### src/rtl/gnrc_xbar_sched.sv
// Single-iteration iSLIP scheduler for an N_IN x N_OUT packet crossbar.
// Each match is held until the last beat of its packet handshakes on the output.
module gnrc_xbar_sched #(
  parameter int unsigned                  N_IN  = 4,
  parameter int unsigned                  N_OUT = 4,
  parameter logic [N_IN-1:0][N_OUT-1:0]   MAP   = '1
) (
  input  logic                                  clk_i,
  input  logic                                  rst_i,
  input  logic                                  flush_i,
  input  logic [N_IN-1:0][N_OUT-1:0]            req_i,
  input  logic [N_OUT-1:0]                      fire_i,
  input  logic [N_OUT-1:0]                      last_i,
  output logic [N_OUT-1:0]                      match_valid_o,
  output logic [N_OUT-1:0][$clog2(N_IN)-1:0]    match_src_o,
  output logic [N_IN-1:0]                       in_busy_o,
  output logic [N_IN-1:0][$clog2(N_OUT)-1:0]    in_dest_o,
  output logic                                  err_o
);

  localparam int unsigned IdW   = $clog2(N_IN);
  localparam int unsigned DestW = $clog2(N_OUT);

  typedef logic [IdW-1:0]   id_t;
  typedef logic [DestW-1:0] dest_t;

  function automatic id_t wrap_id(int unsigned base, int unsigned k);
    return id_t'((base + k) % N_IN);
  endfunction

  function automatic dest_t wrap_dest(int unsigned base, int unsigned k);
    return dest_t'((base + k) % N_OUT);
  endfunction

  logic [N_OUT-1:0]             lock_q, lock_d;
  id_t  [N_OUT-1:0]             src_q, src_d;
  logic [N_IN-1:0]              busy_q, busy_d;
  dest_t [N_IN-1:0]             dst_q, dst_d;
  id_t  [N_OUT-1:0]             g_ptr_q, g_ptr_d;
  dest_t [N_IN-1:0]             a_ptr_q, a_ptr_d;
  logic                         err_q, err_d;

  logic [N_OUT-1:0]             rel, out_free, gnt_v;
  logic [N_IN-1:0]              in_free, acc_v;
  id_t  [N_OUT-1:0]             gnt_id;
  dest_t [N_IN-1:0]             acc_dst;

  // Free resources: anything idle, plus anything whose packet ends this cycle.
  always_comb begin
    rel      = lock_q & fire_i & last_i;
    out_free = ~lock_q | rel;
    for (int unsigned n = 0; n < N_IN; n++) begin
      in_free[n] = ~busy_q[n] | rel[dst_q[n]];
    end
  end

  // Grant: each free output scans requesters circularly from its pointer.
  always_comb begin
    gnt_v  = '0;
    gnt_id = '0;
    for (int unsigned m = 0; m < N_OUT; m++) begin
      for (int unsigned k = 0; k < N_IN; k++) begin
        if (!gnt_v[m] && out_free[m] && req_i[wrap_id(32'(g_ptr_q[m]), k)][m] &&
            MAP[wrap_id(32'(g_ptr_q[m]), k)][m] && in_free[wrap_id(32'(g_ptr_q[m]), k)]) begin
          gnt_v[m]  = 1'b1;
          gnt_id[m] = wrap_id(32'(g_ptr_q[m]), k);
        end
      end
    end
  end

  // Accept: each input scans granting outputs circularly from its pointer.
  always_comb begin
    acc_v   = '0;
    acc_dst = '0;
    for (int unsigned n = 0; n < N_IN; n++) begin
      for (int unsigned k = 0; k < N_OUT; k++) begin
        if (!acc_v[n] && gnt_v[wrap_dest(32'(a_ptr_q[n]), k)] &&
            gnt_id[wrap_dest(32'(a_ptr_q[n]), k)] == id_t'(n)) begin
          acc_v[n]   = 1'b1;
          acc_dst[n] = wrap_dest(32'(a_ptr_q[n]), k);
        end
      end
    end
  end

  always_comb begin
    lock_d  = lock_q & ~rel;
    src_d   = src_q;
    busy_d  = busy_q;
    dst_d   = dst_q;
    g_ptr_d = g_ptr_q;
    a_ptr_d = a_ptr_q;
    for (int unsigned n = 0; n < N_IN; n++) begin
      if (busy_q[n] && rel[dst_q[n]]) begin
        busy_d[n] = 1'b0;
      end
    end
    // New accepts override the release defaults, giving bubble-free handover.
    for (int unsigned n = 0; n < N_IN; n++) begin
      if (acc_v[n]) begin
        lock_d[acc_dst[n]]  = 1'b1;
        src_d[acc_dst[n]]   = id_t'(n);
        busy_d[n]           = 1'b1;
        dst_d[n]            = acc_dst[n];
        g_ptr_d[acc_dst[n]] = wrap_id(n, 1);
        a_ptr_d[n]          = wrap_dest(32'(acc_dst[n]), 1);
      end
    end
    err_d = err_q | (|(fire_i & ~lock_q));
  end

  always_ff @(posedge clk_i) begin
    if (rst_i || flush_i) begin
      lock_q  <= '0;
      src_q   <= '0;
      busy_q  <= '0;
      dst_q   <= '0;
      g_ptr_q <= '0;
      a_ptr_q <= '0;
      err_q   <= 1'b0;
    end else begin
      lock_q  <= lock_d;
      src_q   <= src_d;
      busy_q  <= busy_d;
      dst_q   <= dst_d;
      g_ptr_q <= g_ptr_d;
      a_ptr_q <= a_ptr_d;
      err_q   <= err_d;
    end
  end

  assign match_valid_o = lock_q;
  assign match_src_o   = src_q;
  assign in_busy_o     = busy_q;
  assign in_dest_o     = dst_q;
  assign err_o         = err_q;

endmodule

### config.mk
export PLATFORM = sky130hd
export DESIGN_NAME = gnrc_xbar_sched
export DESIGN_NICKNAME = d
export VERILOG_FILES = /design/src/rtl/gnrc_xbar_sched.sv
export SDC_FILE = /design/constraint.sdc
export NUM_CORES = 1
export LEC_CHECK = 0
export ABC_AREA = 1
export CORE_UTILIZATION = 32
export CTS_CLUSTER_DIAMETER = 50
export DETAILED_ROUTE_END_ITERATION = 12
export PLACE_DENSITY_LB_ADDON = 0.2
export SYNTH_ARGS = -nofsm -noshare
export SYNTH_HDL_FRONTEND = slang
export SYNTH_SLANG_ARGS = --single-unit
### constraint.sdc
create_clock -name clk_i -period 10.9 [get_ports clk_i]
set_input_delay 2.725 -clock clk_i [delete_from_list [all_inputs] [get_ports clk_i]]
set_output_delay 2.725 -clock clk_i [all_outputs]
set_load 0.01 [all_outputs]
Word level (Yosys, flattened, before mapping):

Cells that the tools add are included.
Widths: inputs -> output; s select.

* add/sub/neg operators: 28
* magnitude comparators: 44
* equality and inequality tests: 12
* multiplexer cells: 268
* bitwise operators: 38
* reductions and logical operators: 130

Operators with widths (number)
* $bmux 4 s2: 32
* $lt 2x3->1 const B: 40
* $mux 2: 60
* $logic_and 1x1->1: 96
* $mux 1: 88
* $bmux 1 s2: 36
* $bmux 2 s2: 16
* $mux 8: 8
* $mux 4: 12
* $or 4x4->4: 9
* $add 2x2->2 const B: 16
* $and 4x4->4: 8
* $add 2x1->2 const B: 12
* $logic_not 1->1: 24
* $mux 3: 8
* $not 4->4: 6
* $and 8x8->8: 2
* $demux 2 s2: 4
* $eq 2x2->1 const B: 8
* $not 8->8: 2
* $or 8x8->8: 2
* $demux 1 s2: 4
* $eq 2x1->1 const B: 4
* $ge 2x1->1 const B: 4
* 6 further kinds: 19

* flip-flop bits (word level): 41
* bits of input ports: 27
* output and inout bits: 25
* logic and storage cells: 542

Depth between registers and ports, before layout:

Gate-level depths: netlist (run 1).

* depth in word-level cells: 57
* mapped depth: 32
* mapped depth without buffers: 32

Worst setup path before layout (run 1):

No wires, ideal clock.

* path type: input to register
* start point: in last_i[3]
* end point: reg src_q, in the netlist match_src_o[0]
* library setup time: 133 ps
* arrival: 5192 ps
* data required time: 10767 ps
* path slack: 5575 ps
* stages on the path: 30
* path buffers: 0
* path through: nand3_2 -> nand2_1 -> nand3_1 -> nand3_4 -> nand2_1 -> nand2_1 -> nor2_1 -> inv_2 -> nand2_1 -> nor2_1 -> nand2_1 -> nand2_1 -> nand2_1 -> nor2_1 -> nand3_2 -> nand2_2 -> nand2_2 -> nand2_4 -> inv_1 -> nand2_1 -> o21ai_0 -> a21oi_1 -> nand2_1 -> inv_1 -> ha_1 -> nor2_1 -> nand2_1 -> nand3_1 -> nand2_1 -> a21oi_2

RTL lines
* start: declaration: RTL line 13 `input logic [N_OUT-1:0] last_i,`
* end signal: assignment: RTL line 124 `src_q <= src_d;`
* end: declaration: RTL line 36 `id_t [N_OUT-1:0] src_q, src_d;`

==> results of run 1 <==
[tightest hold or removal path: cells and delay by family, from the launching register on]
family / cells / cell delay (ns)
flops: 1 / 0.31
simple gates: 1 / 0.08
compound gates: 1 / 0.06
[flip-flops by register name, summed over array words and instances (netlist names)]
register,count
in_busy_o,4
g_ptr_q,8
err_o,1
in_dest_o,8
a_ptr_q,8
match_src_o,8
match_valid_o,4
[layer usage]
layer  wire length [µm]  GRT usage [%]
met1               7697          27.24
met2               7052          33.58
met3                559          1.926
met5                  0              0
met4                195          4.692
[final cells by class]
cell class                 instances  area [µm²]
fill                            1700        9458
multi-input combinational        659        3563
sequential                        41       820.8
timing repair buffer              52       518.0
inverter                         128       480.5
tap                              211       264.0
clock buffer                       5       125.1
clock inverter                     3       28.78
[metrics by stage]
| stage | hold WS, ns | setup WS (ns) | util [%] |
|---|---|---|---|
| 2_1_floorplan | 0.4889 | 5.575 | - |
| 3_3_place_gp | 0.4829 | 4.323 | 37.01 |
| 4_1_cts | 0.4928 | 4.633 | 38.02 |
| 5_1_grt | 0.5093 | 4.162 | 38.02 |
| 3_5_place_dp | 0.4822 | 4.328 | 37.01 |
| 6_report | 0.4883 | 4.607 | 38.02 |
[final timing paths]
kind	startpoint	endpoint	slack, ns	cells past startpoint
worst max-delay path	fire_i[0]	match_valid_o[1]	4.61	31
worst min-delay path	match_src_o[1]	match_src_o[1]	0.49	2
worst max register to register	g_ptr_q[6]	g_ptr_q[2]	6.82	29
worst min register to register	match_src_o[1]	match_src_o[1]	0.49	2
[synth_stat cells (3+ instances only)]
cell type                  number  area share, %
sky130_fd_sc_hd__a21oi_1       33            3.3
sky130_fd_sc_hd__a21oi_2        5           0.88
sky130_fd_sc_hd__a31oi_1        3           0.38
sky130_fd_sc_hd__buf_4          6           0.90
sky130_fd_sc_hd__buf_6          6            1.4
sky130_fd_sc_hd__clkbuf_1       5           0.38
sky130_fd_sc_hd__clkinv_1       4           0.30
sky130_fd_sc_hd__dfxtp_1       41             16
sky130_fd_sc_hd__ha_1          16            4.0
sky130_fd_sc_hd__inv_1        106            8.0
sky130_fd_sc_hd__inv_2         18            1.4
sky130_fd_sc_hd__nand2_1      253             19
sky130_fd_sc_hd__nand2_2       39            4.9
sky130_fd_sc_hd__nand2_4        3           0.68
sky130_fd_sc_hd__nand3_1       80            8.0
sky130_fd_sc_hd__nand3_2       22            4.4
sky130_fd_sc_hd__nand3_4        3            1.1
sky130_fd_sc_hd__nand4_1       28            3.5
sky130_fd_sc_hd__nor2_1        81            6.1
sky130_fd_sc_hd__nor2_2        11            1.4
sky130_fd_sc_hd__nor2_4         9            2.0
sky130_fd_sc_hd__nor3_1         3           0.30
sky130_fd_sc_hd__nor3_2         3           0.60
sky130_fd_sc_hd__o21ai_0       22            2.2
sky130_fd_sc_hd__o21ai_1       19            1.9
sky130_fd_sc_hd__o21ai_2        3           0.53
sky130_fd_sc_hd__xor2_1         4           0.70
[logic make-up after synthesis]
group | count (synthesis) | synth area share [%]
AND/OR/NAND/NOR | 540 | 53.26
buffers and inverters | 147 | 12.38
AO/OA/AOI/OAI | 92 | 10.88
flip-flops | 41 | 16.40
adder cells (fa/ha/maj) | 16 | 4.001
XOR/XNOR | 8 | 2.226
multiplexers | 3 | 0.8502
==> qor.json, run 1 <==
{
  "synthesis.nets": {"value": 890},
  "via_count": {"value": 5264},
  "ant_nets": {"value": 0},
  "num_antenna_cells": {"value": 0},
  "netlist-cell-type-count": {"value": 44},
  "io_buffers": {"value": 51},
  "drcViolationCount": {"value": 0},
  "clockRootBuffer": {"value": "sky130_fd_sc_hd__clkbuf_16"},
  "drv_slew": {"value": 0},
  "holdBufCountCts": {"value": 0},
  "cts_resized": {"value": 0},
  "clkSlewWorstSetupHoldPaths": {"value": 0.07, "unit": "ns"},
  "cpPeakStageDelay": {"value": 0.50, "unit": "ns"},
  "required": {"value": 11.07, "unit": "ns"},
  "worst-slew-pin-transition": {"value": 0.8395, "unit": "ns"},
  "startpoint_type_of_the_worst_setup_path": {"value": "input port"},
  "tritoncts.num_buffers": {"value": 5},
  "htree_depth": {"value": 2},
  "number_of_global_route_vias_before_repair": {"value": 4952},
  "avgViaCountPerCell": {"value": 4.790},
  "clk_latency": {"value": 0.30, "unit": "ns"},
  "rsz0062_at_grt": {"value": "no"},
  "antenna_found_initial": {"value": 0},
  "worstPathArrival": {"value": 6.47, "unit": "ns"},
  "total_track_usage": {"value": 19.89, "unit": "%"},
  "clock_sinks": {"value": 41},
  "synth.yosys.warnings": {"value": 0},
  "clock-skew-final": {"value": 0.005942, "unit": "ns"},
  "drt_first_iter_violations": {"value": 310},
  "postRouteWirelength": {"value": 15.51, "unit": "mm"},
  "dieHeight": {"value": 127.0, "unit": "µm"},
  "synth_top_flop_cell": {"value": "sky130_fd_sc_hd__dfxtp_1"},
  "holdCritPathClass": {"value": "flip-flop to flip-flop"},
  "finalSetupViolCount": {"value": 0},
  "synthesis.area_per_instance": {"value": 5.907, "unit": "µm²"},
  "placeableCoreArea": {"value": 0.01526, "unit": "mm²"},
  "floorplan.die_area": {"value": 0.01614, "unit": "mm²"},
  "ys_async_sr_fraction": {"value": 0, "unit": "%"},
  "final_cell_mix": {"value": "sky130_fd_sc_hd__nand2_1, sky130_fd_sc_hd__inv_1, sky130_fd_sc_hd__nor2_1, sky130_fd_sc_hd__nand3_1, sky130_fd_sc_hd__clkdlybuf4s50_1"},
  "nets": {"value": 930},
  "routabilityCongestion": {"value": 0.8690},
  "cp_common_cell": {"value": "sky130_fd_sc_hd__nand2_1"},
  "post_cts.repair.setup_buffers": {"value": 0},
  "cts_tree": {"value": "yes"},
  "floorplan.initialDensity": {"value": 32.79, "unit": "%"},
  "period_share": {"value": 57.74, "unit": "%"},
  "area_delta_synth_final": {"value": 15.93, "unit": "%"},
  "drv_cap": {"value": 0},
  "wl_per_cell": {"value": 14.11, "unit": "µm"},
  "grt-ovfl-total": {"value": 0},
  "drive_above_1_share": {"value": 15.54, "unit": "%"},
  "grt_start_max_net_pins": {"value": 21},
  "first_pass_grt_wire_length": {"value": 25.21, "unit": "mm"},
  "syn_area": {"value": 0.005004, "unit": "mm²"},
  "final_cells": {"value": 1099},
  "max_freq": {"value": 158.9, "unit": "MHz"},
  "cpLargestDelayFamily": {"value": "simple AND/OR/NAND/NOR gates"},
  "finalCriticalPeriod": {"value": 6.293, "unit": "ns"},
  "worst_path_max_delay_cell": {"value": "sky130_fd_sc_hd__clkdlybuf4s50_1"},
  "synth_edf_count": {"value": 0},
  "synthesis.instances": {"value": 847},
  "die_x": {"value": 127.0, "unit": "µm"},
  "ioPinCount": {"value": 52},
  "placed_cells_incl_taps": {"value": 1091},
  "final_common_cell": {"value": "sky130_fd_sc_hd__nand2_1"},
  "max-slew-margin-rel": {"value": 43.97, "unit": "%"},
  "critical_path.n_buffers_inverters": {"value": 6},
  "number_of_placement_rows": {"value": 45},
  "detailed_place.area": {"value": 0.005647, "unit": "mm²"},
  "worstSetupPathType": {"value": "input port to flip-flop"},
  "yosys_register_bits": {"value": 41},
  "status": {"value": "complete, no violations"},
  "setup_total_negative_slack": {"value": 0, "unit": "ns"},
  "setup.worst_path.end_class": {"value": "flip-flop"},
  "final_hold_viol_count": {"value": 0},
  "worstPathMaxFanout": {"value": 7},
  "final_hpwl_from_detailed_placement": {"value": 12.45, "unit": "mm"},
  "firstDrtPassIters": {"value": 5},
  "clock_tree.buffer_depth": {"value": 2},
  "synth.yosys.seq_area_share": {"value": 16.40, "unit": "%"},
  "post_route_cell_area": {"value": 0.005801, "unit": "mm²"}
}
Power of run 1 is not shown: default switching activity piles up to over one toggle a cycle in this logic, so the estimate is an artifact.
==> run 2: changes to the inputs <==
clock period = 6.2 ns   (was 10.9 ns; I/O delays follow)
==> qor.json, run 2 (synthesis results as in run 1) <==
{
  "status": {"value": "complete, no violations"},
  "number_of_placement_rows": {"value": 45, "change": "unchanged"},
  "end_of_the_worst_register_to_register_path": {"value": "g_ptr_q[2]"},
  "post_route_cell_area": {"value": 0.005808, "unit": "mm²", "change": "+0.13%"},
  "floorplan.initialDensity": {"value": 32.79, "unit": "%", "change": "unchanged"},
  "worstSetupPathType": {"value": "input port to flip-flop"},
  "num_antenna_cells": {"value": 0, "change": "unchanged"},
  "worst_path_max_delay_cell": {"value": "sky130_fd_sc_hd__clkdlybuf4s50_1"},
  "dieHeight": {"value": 127.0, "unit": "µm", "change": "unchanged"},
  "area_delta_synth_final": {"value": 16.08, "unit": "%"},
  "floorplan.die_area": {"value": 0.01614, "unit": "mm²", "change": "unchanged"},
  "tritoncts.num_buffers": {"value": 5, "change": "unchanged"},
  "required": {"value": 6.39, "unit": "ns", "change": "-4.68 ns"},
  "placeableCoreArea": {"value": 0.01526, "unit": "mm²", "change": "unchanged"},
  "final_cell_mix": {"value": "sky130_fd_sc_hd__nand2_1, sky130_fd_sc_hd__inv_1, sky130_fd_sc_hd__nor2_1, sky130_fd_sc_hd__nand3_1, sky130_fd_sc_hd__clkdlybuf4s50_1"},
  "startpoint_type_of_the_worst_setup_path": {"value": "input port"},
  "worstPathMaxFanout": {"value": 7, "change": "unchanged"},
  "cpLargestDelayFamily": {"value": "simple AND/OR/NAND/NOR gates"},
  "antenna_found_initial": {"value": 0, "change": "unchanged"},
  "drv_slew": {"value": 0, "change": "unchanged"},
  "postRouteWirelength": {"value": 15.34, "unit": "mm", "change": "-1.1%"},
  "via_count": {"value": 5341, "change": "+1.5%"},
  "post_cts.repair.setup_buffers": {"value": 0, "change": "unchanged"},
  "fin_worst_hold_slack": {"value": 0.4943, "unit": "ns", "change": "+0.006000 ns"},
  "cpPeakStageDelay": {"value": 0.49, "unit": "ns", "change": "about the same"},
  "detailed_place.area": {"value": 0.005654, "unit": "mm²", "change": "+0.13%"},
  "clk_latency": {"value": 0.30, "unit": "ns", "change": "about the same"},
  "clock_tree.buffer_depth": {"value": 2, "change": "unchanged"},
  "htree_depth": {"value": 2, "change": "unchanged"},
  "worst-slew-pin-transition": {"value": 0.6708, "unit": "ns", "change": "-0.1687 ns"},
  "finalSetupViolCount": {"value": 0, "change": "unchanged"},
  "holdCritPathClass": {"value": "flip-flop to flip-flop"},
  "final_hpwl_from_detailed_placement": {"value": 12.46, "unit": "mm", "change": "about the same"},
  "cp_common_cell": {"value": "sky130_fd_sc_hd__nand2_1"},
  "firstDrtPassIters": {"value": 5, "change": "unchanged"},
  "holdBufCountCts": {"value": 0, "change": "unchanged"},
  "nets": {"value": 931, "change": "+0.11%"},
  "cts_resized": {"value": 0, "change": "unchanged"},
  "min-delay-start": {"value": "match_src_o[7]"},
  "wl_per_cell": {"value": 13.94, "unit": "µm", "change": "-1.2%"},
  "setup.worst_path.end_class": {"value": "flip-flop"},
  "min_delay_path_depth": {"value": 2, "change": "unchanged"},
  "drive_above_1_share": {"value": 15.64, "unit": "%", "change": "+0.095 points"},
  "clock-skew-final": {"value": 0.007985, "unit": "ns", "change": "+0.002042 ns"},
  "clockRootBuffer": {"value": "sky130_fd_sc_hd__clkbuf_16"},
  "max-slew-margin-rel": {"value": 55.00, "unit": "%", "change": "+11 points"},
  "clock_sinks": {"value": 41, "change": "unchanged"},
  "grt_start_max_net_pins": {"value": 21, "change": "unchanged"},
  "die_x": {"value": 127.0, "unit": "µm", "change": "unchanged"},
  "post-route-util": {"value": 38.06, "unit": "%", "change": "+0.049 points"},
  "avgViaCountPerCell": {"value": 4.855, "change": "+1.4%"},
  "hold_end": {"value": "match_src_o[7]"},
  "final_hold_viol_count": {"value": 0, "change": "unchanged"},
  "worst-r2r-setup-slack": {"value": 2.08, "unit": "ns", "change": "-4.74 ns"},
  "grt-ovfl-total": {"value": 0, "change": "unchanged"},
  "critical_path.n_buffers_inverters": {"value": 6, "change": "unchanged"},
  "rsz0062_at_grt": {"value": "no"},
  "max_freq": {"value": 195.5, "unit": "MHz"},
  "routabilityCongestion": {"value": 0.8665, "change": "-0.29%"},
  "drcViolationCount": {"value": 0, "change": "unchanged"},
  "num-fill-cells": {"value": 1671, "change": "-1.7%"},
  "clkSlewWorstSetupHoldPaths": {"value": 0.07, "unit": "ns", "change": "about the same"},
  "setup_total_negative_slack": {"value": 0, "unit": "ns", "change": "unchanged"},
  "critical_path.reg2reg.startpoint": {"value": "g_ptr_q[6]"},
  "ant_nets": {"value": 0, "change": "unchanged"},
  "number_of_global_route_vias_before_repair": {"value": 4934, "change": "-0.36%"},
  "worstPathArrival": {"value": 5.30, "unit": "ns", "change": "-1.17 ns"},
  "drt_first_iter_violations": {"value": 438, "change": "+41%"},
  "drv_cap": {"value": 0, "change": "unchanged"},
  "period_share": {"value": 82.51, "unit": "%"},
  "finalCriticalPeriod": {"value": 5.116, "unit": "ns"},
  "ioPinCount": {"value": 52, "change": "unchanged"},
  "first_pass_grt_wire_length": {"value": 24.80, "unit": "mm", "change": "-1.6%"},
  "r2r_cells": {"value": 29, "change": "unchanged"},
  "total_track_usage": {"value": 19.56, "unit": "%", "change": "-0.33 points"},
  "io_buffers": {"value": 51, "change": "unchanged"},
  "cts_tree": {"value": "yes"},
  "final_common_cell": {"value": "sky130_fd_sc_hd__nand2_1"}
}
[run 2: cell count changes in the layout (fill, tap and decap cells not counted)]
cell / before / now
sky130_fd_sc_hd__buf_4: 1 / 2
[run 2: worst reg2reg max path, delay by kind of cell (launching register included)]
| family | cells | cell delay [ns] |
|---|---|---|
| buffers and inverters | 3 | 0.44 |
| AO/OA/AOI/OAI | 4 | 0.48 |
| adder cells (fa/ha/maj) | 1 | 0.26 |
| flip-flops | 1 | 0.72 |
| AND/OR/NAND/NOR | 21 | 2.15 |
[run 2: layout make-up]
class,count,area [µm²],area share [%]
Multi-Input combinational cell,659,3563,61.35
Sequential cell,41,820.8,14.13
Inverter,128,480.5,8.272
Tap cell,211,264.0,4.545
Clock buffer,5,125.1,2.154
Timing Repair Buffer,53,525.5,9.048
Clock inverter,3,28.78,0.4955
[run 2: worst max-delay path by stage]
stage,start,endpoint,slack [ns],cells after the start
finish,fire_i[3],g_ptr_q[3],1.08,31
global route,fire_i[3],match_valid_o[1],0.67,31
CTS,fire_i[3],match_valid_o[1],1.13,31
detailed placement,fire_i[3],match_valid_o[1],0.83,31
global placement,fire_i[3],match_valid_o[1],0.82,31
floorplan,last_i[3],match_src_o[0],2.05,30
[run 2: per-stage QoR]
stage	setup slack, ns	std cells
after floorplan	2.050	847
after global placement	0.8216	1092
after detailed placement	0.8324	1092
after CTS	1.130	1100
after global routing	0.6729	1100
final	1.084	1100
[run 2: layer usage]
| metal | GRT usage [%] | wire (µm) | part of all wire (%) |
|---|---|---|---|
| met5 | 0 | 0 | 0 |
| met4 | 3.922 | 120 | 0.78 |
| met3 | 2.178 | 734 | 4.8 |
| met2 | 33.39 | 6987 | 46 |
| met1 | 26.58 | 7494 | 49 |
Power of run 2 is left out for the same reason.
